==> src/rtl/axi_lite_pkg.sv <==
// Shared types for the AXI4-Lite register slave.
// Response codes, FSM states, address helper.
package axi_lite_pkg;

  typedef enum logic [1:0] {
    OKAY   = 2'b00,
    EXOKAY = 2'b01,
    SLVERR = 2'b10,
    DECERR = 2'b11
  } axi_resp_t;

  typedef enum logic {
    WR_IDLE,
    WR_RESP
  } wr_state_t;

  typedef enum logic {
    RD_IDLE,
    RD_DATA
  } rd_state_t;

  // Byte-offset bits of one data word.
  function automatic int addr_lsb(input int dw);
    return (dw == 64) ? 3 : 2;
  endfunction

endpackage

==> src/rtl/axi_lite_slave_wr_ctrl.sv <==
// AXI4-Lite write side: AW/W capture, pairing, B channel.
// Emits a commit pulse with index/data to the register owner.
module axi_lite_slave_wr_ctrl
  import axi_lite_pkg::*;
#(
  parameter int ADDR_WIDTH = 32,
  parameter int DATA_WIDTH = 32,
  parameter int NUM_REGS   = 16,
  parameter int IDX_W      = $clog2(NUM_REGS)
) (
  input  logic                  clk,
  input  logic                  rst_n,
  input  logic [ADDR_WIDTH-1:0] awaddr,
  input  logic                  awvalid,
  output logic                  awready,
  input  logic [DATA_WIDTH-1:0] wdata,
  input  logic                  wvalid,
  output logic                  wready,
  output logic [1:0]            bresp,
  output logic                  bvalid,
  input  logic                  bready,
  output logic                  commit,
  output logic [IDX_W-1:0]      commit_idx,
  output logic [DATA_WIDTH-1:0] commit_data
);

  localparam int LSB = addr_lsb(DATA_WIDTH);
  localparam logic [IDX_W:0] NREGS = NUM_REGS[IDX_W:0];

  wr_state_t             state_q, state_d;
  logic                  aw_held_q, aw_held_d;
  logic                  w_held_q, w_held_d;
  logic [ADDR_WIDTH-1:0] addr_q, addr_d;
  logic [DATA_WIDTH-1:0] data_q, data_d;
  logic                  awready_q, awready_d;
  logic                  wready_q, wready_d;
  logic                  bvalid_q, bvalid_d;
  axi_resp_t             bresp_q, bresp_d;

  logic                  aw_hs, w_hs;
  logic                  have_aw, have_w;
  logic                  pair, in_range;
  logic [ADDR_WIDTH-1:0] addr_use;
  logic [IDX_W-1:0]      idx;

  // Pair AW with W (held or incoming) and run the B handshake.
  always_comb begin
    aw_hs    = awvalid & awready_q;
    w_hs     = wvalid & wready_q;
    have_aw  = aw_held_q | aw_hs;
    have_w   = w_held_q | w_hs;
    addr_use = aw_held_q ? addr_q : awaddr;
    idx      = addr_use[LSB +: IDX_W];
    in_range = ((addr_use >> (LSB + IDX_W)) == '0)
             && ({1'b0, idx} < NREGS);
    pair     = (state_q == WR_IDLE) & have_aw & have_w;

    commit      = pair & in_range;
    commit_idx  = idx;
    commit_data = w_held_q ? data_q : wdata;

    state_d   = state_q;
    aw_held_d = aw_held_q;
    w_held_d  = w_held_q;
    addr_d    = addr_q;
    data_d    = data_q;
    awready_d = awready_q;
    wready_d  = wready_q;
    bvalid_d  = bvalid_q;
    bresp_d   = bresp_q;

    unique case (state_q)
      WR_IDLE: begin
        if (pair) begin
          state_d   = WR_RESP;
          aw_held_d = 1'b0;
          w_held_d  = 1'b0;
          awready_d = 1'b0;
          wready_d  = 1'b0;
          bvalid_d  = 1'b1;
          bresp_d   = in_range ? OKAY : SLVERR;
        end else begin
          aw_held_d = have_aw;
          w_held_d  = have_w;
          awready_d = ~have_aw;
          wready_d  = ~have_w;
          if (aw_hs) addr_d = awaddr;
          if (w_hs)  data_d = wdata;
        end
      end
      WR_RESP: begin
        if (bready) begin
          state_d   = WR_IDLE;
          bvalid_d  = 1'b0;
          awready_d = 1'b1;
          wready_d  = 1'b1;
        end
      end
      default: state_d = WR_IDLE;
    endcase
  end

  // Write-side state and registered channel outputs.
  always_ff @(posedge clk or negedge rst_n) begin
    if (!rst_n) begin
      state_q   <= WR_IDLE;
      aw_held_q <= 1'b0;
      w_held_q  <= 1'b0;
      addr_q    <= '0;
      data_q    <= '0;
      awready_q <= 1'b0;
      wready_q  <= 1'b0;
      bvalid_q  <= 1'b0;
      bresp_q   <= OKAY;
    end else begin
      state_q   <= state_d;
      aw_held_q <= aw_held_d;
      w_held_q  <= w_held_d;
      addr_q    <= addr_d;
      data_q    <= data_d;
      awready_q <= awready_d;
      wready_q  <= wready_d;
      bvalid_q  <= bvalid_d;
      bresp_q   <= bresp_d;
    end
  end

  assign awready = awready_q;
  assign wready  = wready_q;
  assign bvalid  = bvalid_q;
  assign bresp   = bresp_q;

endmodule

==> src/rtl/axi_lite_slave_regs.sv <==
// AXI4-Lite register file slave: owns registers and read path.
// Write channel handling lives in axi_lite_slave_wr_ctrl.
module axi_lite_slave_regs
  import axi_lite_pkg::*;
#(
  parameter int ADDR_WIDTH = 32,
  parameter int DATA_WIDTH = 32,
  parameter int NUM_REGS   = 16
) (
  input  logic                           ACLK,
  input  logic                           ARESETN,
  input  logic [ADDR_WIDTH-1:0]          AWADDR,
  input  logic                           AWVALID,
  output logic                           AWREADY,
  input  logic [DATA_WIDTH-1:0]          WDATA,
  input  logic                           WVALID,
  output logic                           WREADY,
  output logic [1:0]                     BRESP,
  output logic                           BVALID,
  input  logic                           BREADY,
  input  logic [ADDR_WIDTH-1:0]          ARADDR,
  input  logic                           ARVALID,
  output logic                           ARREADY,
  output logic [DATA_WIDTH-1:0]          RDATA,
  output logic [1:0]                     RRESP,
  output logic                           RVALID,
  input  logic                           RREADY,
  output logic [NUM_REGS*DATA_WIDTH-1:0] reg_out,
  output logic [NUM_REGS-1:0]            reg_wr_stb
);

  localparam int IW  = $clog2(NUM_REGS);
  localparam int LSB = addr_lsb(DATA_WIDTH);
  localparam logic [IW:0] NREGS = NUM_REGS[IW:0];

  logic                  wr_commit;
  logic [IW-1:0]         wr_idx;
  logic [DATA_WIDTH-1:0] wr_data;

  axi_lite_slave_wr_ctrl #(
    .ADDR_WIDTH (ADDR_WIDTH),
    .DATA_WIDTH (DATA_WIDTH),
    .NUM_REGS   (NUM_REGS),
    .IDX_W      (IW)
  ) u_wr (
    .clk         (ACLK),
    .rst_n       (ARESETN),
    .awaddr      (AWADDR),
    .awvalid     (AWVALID),
    .awready     (AWREADY),
    .wdata       (WDATA),
    .wvalid      (WVALID),
    .wready      (WREADY),
    .bresp       (BRESP),
    .bvalid      (BVALID),
    .bready      (BREADY),
    .commit      (wr_commit),
    .commit_idx  (wr_idx),
    .commit_data (wr_data)
  );

  logic [DATA_WIDTH-1:0] regs_q [NUM_REGS];
  logic [DATA_WIDTH-1:0] regs_d [NUM_REGS];
  logic [NUM_REGS-1:0]   stb_q, stb_d;

  rd_state_t             rd_state_q, rd_state_d;
  logic                  arready_q, arready_d;
  logic                  rvalid_q, rvalid_d;
  logic [DATA_WIDTH-1:0] rdata_q, rdata_d;
  axi_resp_t             rresp_q, rresp_d;

  logic                  ar_hs, rd_ok;
  logic [IW-1:0]         ridx;

  // Apply a committed write and raise its one-cycle strobe.
  always_comb begin
    regs_d = regs_q;
    stb_d  = '0;
    if (wr_commit) begin
      regs_d[wr_idx] = wr_data;
      stb_d[wr_idx]  = 1'b1;
    end
  end

  // Read FSM: sample the pre-write register value at the AR edge.
  always_comb begin
    ar_hs = ARVALID & arready_q;
    ridx  = ARADDR[LSB +: IW];
    rd_ok = ((ARADDR >> (LSB + IW)) == '0)
          && ({1'b0, ridx} < NREGS);

    rd_state_d = rd_state_q;
    arready_d  = arready_q;
    rvalid_d   = rvalid_q;
    rdata_d    = rdata_q;
    rresp_d    = rresp_q;

    unique case (rd_state_q)
      RD_IDLE: begin
        if (ar_hs) begin
          rd_state_d = RD_DATA;
          arready_d  = 1'b0;
          rvalid_d   = 1'b1;
          rdata_d    = rd_ok ? regs_q[ridx] : '0;
          rresp_d    = rd_ok ? OKAY : SLVERR;
        end else begin
          arready_d  = 1'b1;
        end
      end
      RD_DATA: begin
        if (RREADY) begin
          rd_state_d = RD_IDLE;
          rvalid_d   = 1'b0;
          arready_d  = 1'b1;
        end
      end
      default: rd_state_d = RD_IDLE;
    endcase
  end

  // Register array, strobes and read channel flops.
  always_ff @(posedge ACLK or negedge ARESETN) begin
    if (!ARESETN) begin
      for (int i = 0; i < NUM_REGS; i++) regs_q[i] <= '0;
      stb_q      <= '0;
      rd_state_q <= RD_IDLE;
      arready_q  <= 1'b0;
      rvalid_q   <= 1'b0;
      rdata_q    <= '0;
      rresp_q    <= OKAY;
    end else begin
      regs_q     <= regs_d;
      stb_q      <= stb_d;
      rd_state_q <= rd_state_d;
      arready_q  <= arready_d;
      rvalid_q   <= rvalid_d;
      rdata_q    <= rdata_d;
      rresp_q    <= rresp_d;
    end
  end

  for (genvar g = 0; g < NUM_REGS; g++) begin : g_out
    assign reg_out[g*DATA_WIDTH +: DATA_WIDTH] = regs_q[g];
  end

  assign reg_wr_stb = stb_q;
  assign ARREADY    = arready_q;
  assign RVALID     = rvalid_q;
  assign RDATA      = rdata_q;
  assign RRESP      = rresp_q;

endmodule
==> config.mk <==
export PLATFORM = sky130hd
export DESIGN_NAME = axi_lite_slave_regs
export DESIGN_NICKNAME = d
export VERILOG_FILES = /design/src/rtl/axi_lite_pkg.sv /design/src/rtl/axi_lite_slave_wr_ctrl.sv /design/src/rtl/axi_lite_slave_regs.sv
export SDC_FILE = /design/constraint.sdc
export NUM_CORES = 1
export LEC_CHECK = 0
export ABC_AREA = 1
export CAP_MARGIN = 20
export CORE_UTILIZATION = 40
export CTS_CLUSTER_SIZE = 8
export DETAILED_ROUTE_END_ITERATION = 8
export GPL_ROUTABILITY_DRIVEN = 0
export MAX_ROUTING_LAYER = met4
export PLACE_DENSITY = 0.74
export SYNTH_ARGS = -nofsm -noshare
export SYNTH_HDL_FRONTEND = slang
export SYNTH_HIERARCHICAL = 1
export SYNTH_SLANG_ARGS = --single-unit
==> constraint.sdc <==
create_clock -name ACLK -period 2.2 [get_ports ACLK]
set_input_delay 0.33 -clock ACLK [delete_from_list [all_inputs] [get_ports ACLK]]
set_output_delay 0.33 -clock ACLK [all_outputs]
set_load 0.03 [all_outputs]
==> impl_results.md <==
* Status: completed
* Die H at 267 um
* Mapped Avg Cell Area at 8.29 um2
* Yosys warns at 6
* Worst setup margin at ~0.013 ns
* Number of global-route vias before repair at 26500
* DP HPWL at a little under 80000 um
* EDFF count, synth at 0
* Sw Ratio at a little under a third
* Drt via density at 5.65
* Mux cell area share after synthesis at 1.07%
* Total power at 30.4 mW
* Clock Tree Buf Depth at 3
* MaxCap Viol Count at 0
* Row cnt at 96
* Final Max Tran Viols at 0
* Number of I/O port buffers at 665
* Seq. cell area at ~16000 um2
* Largest net degree at the start of global routing at 80
* P&R area growth vs syn at 42.7%
* Multi-input logic area at between 10000 and 15000 um2
* Worst-Margin Slew at 0.717 ns
* Reg2reg path depth at 13
* FILL cells at 6037
* Primary FF master, synth: dfrtp_1
* Post-route DRC violation count at 0
* Final Skew at about 0.022 ns
* DR WL/cell at ~24 um
* Relative slew slack at a little over half
* Mapped Cells at 3400
* Number of synthesized register bits at ~630
* Routed Antenna Nets at 0
* Logic gate share of total power at 18.0%
* Setup crit start kind: flop
* Crit Path Class: reg -> reg
* Ys async rst share at 100%
* Worst skew pair latency at roughly 0.64 ns
* CTS tree: built
* P_int at 21.3 mW
* Final hold violation count at 0
* Sequential-to-total area share from yosys stat at 56.2%
* First-pass GRT wire length at 168000 um
* Simple logic cell fraction of the synthesized area at 26.1%
* Synthesized area at 28200 um2
* Core area at ~69000 um2
* WP data required at 2.74 ns
* Worst VDD drop at 779 uV
* Via count at 28400
* Most frequent cells in the layout: nand2_1 (952), clkdlybuf4s50_1 (644), dfrtp_1 (632)
* # IOs at 672
* Sequential power share at 41.6%
* Area leader, netlist: dfrtp_1
* Final setup viols at 0
* Largest family of logic cells by synthesized area: simple AND/OR/NAND/NOR gates
* Fin nets at 4192
* Die width at 267 um
* Initial antenna violation count at 8
* Routed wire length at 120000 um
* Crit. End Element: flop
* Max H-tree Level at 3
* Reg clk slew, reported paths at 0.05 ns
* Die Footprint at 71500 um2
* Top post-synthesis cells by area: dfrtp_1 (56%), nand2_1 (13%), nand3_1 (8.6%), o21ai_0 (5.3%), a21oi_1 (4.6%)
* Max FO, Critical Path at 8
* Share of layout cells above drive strength 1 at around a tenth
* Synth unique cells at 25
* CP arrival at 2.73 ns
* Initial DRC Count at 3837
* Min Tclk post-route at 2.19 ns
* Initial Util at 40.7%
* Worst r2r src: u_wr/aw_held_q
* NetSw at slightly above 9 mW
* # clock sinks at ~630
* Max Freq at ~460 MHz
* Commonest non-fill, non-tap cell in the layout: nand2_1
* CTS root buf: clkbuf_16
* Period utilisation layout at slightly below 100%
* Post-synth top area share at 56.2%
* Pre-CTS setup slack at -0.398 ns
* Leakage at 18.0 nW
* Clock power frac at 40.4%
* GR Util All Layers at 32.4%
* FF-to-FF End: reg_out[341]
* Post-synthesis compound-gate area fraction at 10.6%
* RSZ-0062 raised after global routing: true
* Num CTS Buffers at between 80 and 90
* Worst hold path type: in -> async
* GRT overflow at 0
* DR pass1 iterations at 7
* Syn nets at 3503
* Pwr dens at ~760 nW/um2
* Adder-cell area share of the yosys netlist at 0%
* Register-to-register path setup slack at around 0.013 ns
* Xor-xnor portion of the synthesized cell area at 0%
-- Yosys cell counts, types with 3 or more instances --
cell / instances
nor2_2: 10
o21ai_0: 300
buf_2: 117
o21ai_1: 36
nand3_2: 3
nand3_1: 486
buf_4: 22
nand2_1: 955
mux2_4: 20
a21oi_1: 261
inv_2: 13
buf_6: 9
nor2_1: 312
buf_1: 23
inv_1: 92
clkbuf_1: 96
dfrtp_1: 633
-- metrics by stage --
step	hold slack, ns	std cells	area, um2	setup TNS (ns)	util (%)
3_5_place_dp	0.289	4888	36700	-149.54	53.1
3_3_place_gp	0.285	4888	36700	-134.47	53.1
2_1_floorplan	0.0344	3400	28200	0	-
5_1_grt	0.253	5036	40200	-2.29	58.1
6_report	0.238	5036	40200	0	58.1
4_1_cts	0.211	4992	39200	0	56.6
-- state kept, by name, summed over array words and instances, names as in the netlist --
register and flops:
reg_out 512, RDATA 32, u_wr/data_q 32, u_wr/addr_q 30, reg_wr_stb 16, ARREADY 1
RRESP 1, RVALID 1, rd_state_q 1, u_wr/aw_held_q 1, u_wr/awready 1, u_wr/bresp 1
u_wr/bvalid 1, u_wr/state_q 1, u_wr/w_held_q 1, u_wr/wready 1
-- how the worst max path moves through the flow --
| stage | from | end | slack (ns) |
|---|---|---|---|
| floorplan | u_wr/wready | reg_out[236] | 0.13 |
| finish | u_wr/aw_held_q | reg_out[341] | 0.01 |
| global route | u_wr/aw_held_q | reg_out[341] | -0.10 |
| detailed placement | AWVALID | reg_out[123] | -0.40 |
| CTS | reg_out[149] | reg_out[149] | 0.007 |
| global placement | AWVALID | reg_out[122] | -0.36 |
-- per-layer routing --
layer / global-route usage, % / wire [um] / part of all wire, %
met2: 47.7 / 54100 / 45
met4: 17.9 / 7260 / 6.0
met3: 7.85 / 13600 / 11
met1: 41.1 / 45400 / 38
met5: - / 0 / 0
-- cells by family after synthesis --
kind of cell | Yosys count
other cells | 2
compound gates | 597
simple gates | 1775
buf+inv | 373
flops | 633
mux | 20
-- power by group through the flow --
stage | Sequential (mW) | Combinational [mW] | Clock (mW)
after floorplan | 12.8 | 2.75 | 0
after global placement | 12.8 | 5.13 | 0
after detailed placement | 12.8 | 5.21 | 0
after CTS | 12.6 | 5.23 | 12.4
after global routing | 12.7 | 5.88 | 12.9
final | 12.6 | 5.46 | 12.3
-- area by class of cell --
cell class	instances	area share, %
timing repair buffer	866	23.4
sequential	633	39.4
antenna	7	0.0436
multi-input combinational	2394	27.3
inverter	105	1.02
tap	931	2.90
clock buffer	92	5.59
clock inverter	8	0.336
-- critical path: stages, from the launching register on --
cell	delay [ns]
dfrtp_1	0.41
buf_4	0.15
nor2_2	0.11
nand3_2	0.10
a21oi_4	0.16
nand3_4	0.12
inv_6	0.11
nand3_2	0.08
buf_6	0.14
nor2_4	0.17
buf_6	0.16
clkbuf_16	0.19
nor2_2	0.05
a21oi_1	0.14
-- what timing repair did --
| action | CTS | global route |
|---|---|---|
| gates resized for setup | 16 | 101 |
| endpoints found under the hold margin | 38 | 0 |
| hold buffers | 1 | 0 |
| gates cloned | 1 | 21 |
| setup buffers | 2 | 16 |
| setup endpoints to repair | 311 | 516 |
| pin swaps | 2 | 26 |
Note: power is estimated with default switching activity, not from simulation.
